**config.mk**
```make
export PLATFORM = sky130hd
export DESIGN_NAME = apb_master
export DESIGN_NICKNAME = d
export VERILOG_FILES = /design/src/rtl/apb_master_pkg.sv /design/src/rtl/apb_wait_timer.sv /design/src/rtl/apb_master.sv
export SDC_FILE = /design/constraint.sdc
export NUM_CORES = 1
export LEC_CHECK = 0
export CORE_MARGIN = 1.5
export CORE_UTILIZATION = 40
export DETAILED_ROUTE_END_ITERATION = 16
export HOLD_SLACK_MARGIN = 0.06
export PLACE_DENSITY_LB_ADDON = 0.05
export SLEW_MARGIN = 20
export SYNTH_ARGS = -nofsm -noshare
export SYNTH_HDL_FRONTEND = slang
export SYNTH_SLANG_ARGS = --single-unit
```
**constraint.sdc**
```tcl
create_clock -name pclk -period 2.3 [get_ports pclk]
set_input_delay 0.46 -clock pclk [delete_from_list [all_inputs] [get_ports pclk]]
set_output_delay 0.46 -clock pclk [all_outputs]
set_load 0.05 [all_outputs]
```
**src/rtl/apb_master_pkg.sv**
```systemverilog
// apb_master_pkg: shared FSM state type and APB bus widths for the APB master.
package apb_master_pkg;

    localparam int APB_ADDR_W = 8;
    localparam int APB_DATA_W = 32;

    typedef enum logic [1:0] {
        IDLE,
        SETUP,
        ACCESS,
        RESP
    } apb_state_t;

endpackage

```
**src/rtl/apb_wait_timer.sv**
```systemverilog
// apb_wait_timer: saturating count of ACCESS wait states; flags the last allowed one.
module apb_wait_timer #(
    parameter int TIMEOUT_CYCLES = 16
) (
    input  logic pclk,
    input  logic nreset,
    input  logic clear,
    input  logic count_en,
    output logic expired
);

    localparam int CW = (TIMEOUT_CYCLES > 0) ? $clog2(TIMEOUT_CYCLES + 1) : 1;
    localparam logic [CW-1:0] MAX = CW'(TIMEOUT_CYCLES);
    localparam logic [CW-1:0] LAST = CW'((TIMEOUT_CYCLES > 0) ? TIMEOUT_CYCLES - 1 : 0);

    logic [CW-1:0] cnt;

    always_ff @(posedge pclk) begin
        if (!nreset || clear)
            cnt <= '0;
        else if (count_en && cnt != MAX)
            cnt <= cnt + 1'b1;
    end

    // cnt holds the waits already seen, so LAST means this stalled cycle is the final one allowed
    assign expired = (TIMEOUT_CYCLES > 0) && count_en && (cnt == LAST);

endmodule

```
**src/rtl/apb_master.sv**
```systemverilog
// apb_master: single-outstanding command-to-APB bridge with wait-state timeout.
module apb_master
    import apb_master_pkg::*;
#(
    parameter int TIMEOUT_CYCLES = 16
) (
    input  logic                  pclk,
    input  logic                  nreset,
    input  logic                  cmd_valid,
    output logic                  cmd_ready,
    input  logic                  cmd_write,
    input  logic [APB_ADDR_W-1:0] cmd_addr,
    input  logic [APB_DATA_W-1:0] cmd_wdata,
    output logic                  resp_valid,
    input  logic                  resp_ready,
    output logic [APB_DATA_W-1:0] resp_rdata,
    output logic                  resp_err,
    output logic                  resp_timeout,
    output logic                  PSEL,
    output logic                  PENABLE,
    output logic                  PWRITE,
    output logic [APB_ADDR_W-1:0] PADDR,
    output logic [APB_DATA_W-1:0] PWDATA,
    input  logic [APB_DATA_W-1:0] PRDATA,
    input  logic                  PREADY,
    input  logic                  PSLVERR
);

    apb_state_t state;
    logic       accept;
    logic       expired;

    // gated by nreset so the master never offers a slot while held in reset
    assign cmd_ready = nreset && (state == IDLE);
    assign accept    = cmd_valid && cmd_ready;

    apb_wait_timer #(.TIMEOUT_CYCLES(TIMEOUT_CYCLES)) u_timer (
        .pclk     (pclk),
        .nreset   (nreset),
        .clear    (accept),
        .count_en ((state == ACCESS) && !PREADY),
        .expired  (expired)
    );

    always_ff @(posedge pclk) begin
        if (!nreset) begin
            state        <= IDLE;
            PSEL         <= 1'b0;
            PENABLE      <= 1'b0;
            PWRITE       <= 1'b0;
            PADDR        <= '0;
            PWDATA       <= '0;
            resp_valid   <= 1'b0;
            resp_rdata   <= '0;
            resp_err     <= 1'b0;
            resp_timeout <= 1'b0;
        end else begin
            unique case (state)
                IDLE: if (accept) begin
                    state  <= SETUP;
                    PSEL   <= 1'b1;
                    PWRITE <= cmd_write;
                    PADDR  <= cmd_addr;
                    PWDATA <= cmd_wdata;
                end
                SETUP: begin
                    state   <= ACCESS;
                    PENABLE <= 1'b1;
                end
                ACCESS: if (PREADY || expired) begin
                    state        <= RESP;
                    PSEL         <= 1'b0;
                    PENABLE      <= 1'b0;
                    resp_valid   <= 1'b1;
                    resp_rdata   <= (PREADY && !PWRITE) ? PRDATA : '0;
                    resp_err     <= PREADY ? PSLVERR : 1'b1;
                    resp_timeout <= !PREADY;
                end
                RESP: if (resp_ready) begin
                    state      <= IDLE;
                    resp_valid <= 1'b0;
                end
                default: state <= IDLE;
            endcase
        end
    end

endmodule

```
==> results.tsv <==
stage	metric	value	unit
worst_setup_path	reg2reg setup slack	370	ps
drt	wire per inst	13.9	µm
timing	Layout Skew	5.17	ps
power	PwrDens	917	nW/µm²
global_routing	Total GRT Usage	0.182	
power	worst vdd ir	534	µV
timing	RSZ-0062 raised after global routing	false	
floorplan	core box area	7770	µm²
drt	DR vias	2771	
final_layout	Area Overhead vs Synth	58.0	%
cts	Longest Clk Path Bufs	2	
logic_synthesis	Syn Inst Count	310	
global_routing	initial antenna violation count	0	
cts	cts repair resizes	0	
logic_synthesis	Post-synth top cells	85 x dfxtp_1, 41 x a22o_1, 38 x nand2_1	
global_routing	first-pass GRT wire length	12400	µm
floorplan	Row Count	32	
cts	clk root buf	clkbuf_8	
logic_synthesis	area of the mapped netlist	3220	µm²
worst_setup_path	Crit-path slowest cell	clkdlybuf4s50_1	
floorplan	die area	8600	µm²
cts	Worst-Skew Late Latency	340	ps
drt	drt first pass iters	4	
drt	number of DRC markers in iteration 0	69	
final_layout	diode count	0	
timing	min Tclk post-route	2020	ps
floorplan	# IOs	158	
worst_setup_path	CP Class	flop to primary output	
drt	DRC violations left	0	
logic_synthesis	Mapped Nets	396	
logic_synthesis	synth top area cells	dfxtp_1 53%, a22o_1 11%, a21boi_1 7.2%	
power	static leakage	1.88	nW
worst_setup_path	Arr. time, crit path	1560	ps
worst_setup_path	Levels on crit path	1	
logic_synthesis	Synth cell types	38	
logic_synthesis	Avg Cell Area, Syn	10.4	µm²
global_routing	largest net degree at the start of global routing	42	
worst_setup_path	CP max stage delay	830	ps
floorplan	Die Y	92.7	µm
floorplan	chip width	92.7	µm
worst_setup_path	reg2reg path depth	7	
worst_setup_path	crit-path max FO	3	
timing	Final Cycle Share	0.880	
worst_setup_path	FF-to-FF End	resp_rdata[6]	
worst_setup_path	Setup crit start	PWRITE	
worst_setup_path	crit start category	flop	
job	Max Cap Viol	0	
worst_setup_path	Worst Setup End Kind	primary output	
final_layout	layout cells sized above 1	0.0688	
logic_synthesis	post-synth top area share	0.528	
logic_synthesis	most frequent cell after synthesis	dfxtp_1	
logic_synthesis	Post-synth EDFFs	0	
worst_setup_path	kind of cell with the highest combined delay on the critical path	buffers and inverters	
drt	vias per cell	4.89	
logic_synthesis	post-synthesis sequential area ratio	0.528	
global_routing	total grt overflow	0	
timing	Slew HR	0.647	
timing	Max Slew Vio Count	0	
logic_synthesis	Synth warnings	0	
final_layout	fin nets	547	
timing	final setup fails	0	
power	Pwr Total	4.67	mW
worst_setup_path	CP required	1840	ps
worst_setup_path	worst path bufs/invs	1	
cts	total CTS buffers	9	
cts	TritonCTS sink count	85	
logic_synthesis	Seq cells post-synth	85	
global_routing	vias in the first global route	2536	
cts	CTS clk-pin slew, worst paths	80	ps
drt	Routed WL	7860	µm
logic_synthesis	Post-synth ARST share	0	
placed_design	DP HPWL	5510	µm
placed_design	RePlAce Congestion	0.767	
cts	H-tree depth	3	
drt	Post-DRT Antenna Nets	0	
cts	post-CTS setup buffers	0	
worst_setup_path	worst r2r src	u_timer.cnt[0]	
timing	Final TNS setup	0	ps
status	outcome	completed	
logic_synthesis	Post-synth top flop	dfxtp_1	
placed_design	Port-buffer cells	157	
worst_setup_path	worst-path cell chain	clkdlybuf4s50_1	
floorplan	Initial Utilization	0.415	
worst_setup_path	crit path capture	PWRITE	
cts	CTS Hold Bufs	0	
worst_hold_path	HP Class	flop to flop	
cts	CTS tree	built	
logic_synthesis	area leader, netlist	dfxtp_1	
timing	final hold viol count	0	
timing	Tightest Pin Transition	528	ps
timing	Max Clk Rate	494	MHz
state kept, by name, summed over array words and instances, names as in the netlist:
signal        cells
PADDR             8
resp_timeout      1
PENABLE           1
resp_rdata       32
PWDATA           32
resp_err          1
state             2
resp_valid        1
PWRITE            1
PSEL              1
u_timer.cnt       5
worst min-delay path by stage:
stage                         from             end  cells after the start
floorplan           u_timer.cnt[3]  u_timer.cnt[3]                      2
global placement    resp_rdata[19]  resp_rdata[19]                      2
detailed placement   resp_rdata[3]   resp_rdata[3]                      2
CTS                  resp_rdata[3]   resp_rdata[3]                      2
global route        resp_rdata[11]  resp_rdata[11]                      2
finish              resp_rdata[11]  resp_rdata[11]                      2
placed cells by master (no fill, tap or decap), types with 3 or more instances in the layout:
cell | synthesis | routed
a22o_1 | 41 | 41
inv_1 | 5 | 5
buf_4 | 8 | 6
clkbuf_8 | 0 | 9
a21oi_1 | 4 | 4
ha_1 | 7 | 7
nor2_1 | 3 | 3
nand2_1 | 38 | 38
nand3_1 | 33 | 33
a21boi_1 | 31 | 31
o21ai_0 | 3 | 3
dfxtp_1 | 85 | 85
bufinv_16 | 0 | 3
clkdlybuf4s50_1 | 0 | 156
buf_12 | 0 | 4
nor2b_1 | 5 | 4
where the power goes:
part / switching (mW) / internal [mW]
sequential: 0.105 / 1.66
combinational: 1.03 / 0.673
clock: 0.489 / 0.712
cell families (layout without fill, tap and decap cells):
family / after synthesis / after routing / share of synthesized area
AO/OA/AOI/OAI: 94 / 94 / 0.239
AND/OR/NAND/NOR: 93 / 93 / 0.143
flip-flops: 85 / 85 / 0.528
buffers and inverters: 31 / 186 / 0.0625
adder cells (fa/ha/maj): 7 / 7 / 0.0272
routing by layer:
metal,global-route usage,wire [µm]
met5,0,0
met4,0.0720,121
met3,0.0509,592
met2,0.280,3580
met1,0.239,3580
metrics by stage:
stage | cells | hold WS, ps | setup slack, ps | cell area [µm²] | util
after floorplan | 310 | 461 | 560 | 3220 | -
after global placement | 552 | 436 | 281 | 4860 | 0.626
after detailed placement | 552 | 441 | 255 | 4860 | 0.626
after CTS | 567 | 452 | 254 | 5090 | 0.655
after global routing | 567 | 463 | 222 | 5090 | 0.655
final | 567 | 448 | 276 | 5090 | 0.655
worst register-to-register path: cells and delay by family (launching register included):
kind | cells | cell delay [ps]
and+or+nand+nor | 2 | 260
DFF | 1 | 350
adders and majority gates | 2 | 510
AOI/OAI and AO/OA | 2 | 480
buffers and inverters | 1 | 260
cell type report:
| cell class | instances | area [µm²] |
|---|---|---|
| clock buffer | 10 | 128 |
| inverter | 5 | 18.8 |
| multi-input combinational | 194 | 1330 |
| clock inverter | 5 | 100 |
| sequential | 85 | 1700 |
| timing repair buffer | 166 | 1690 |
| tap | 102 | 128 |
| fill | 639 | 2680 |
Power figures use the tool's default switching activity.
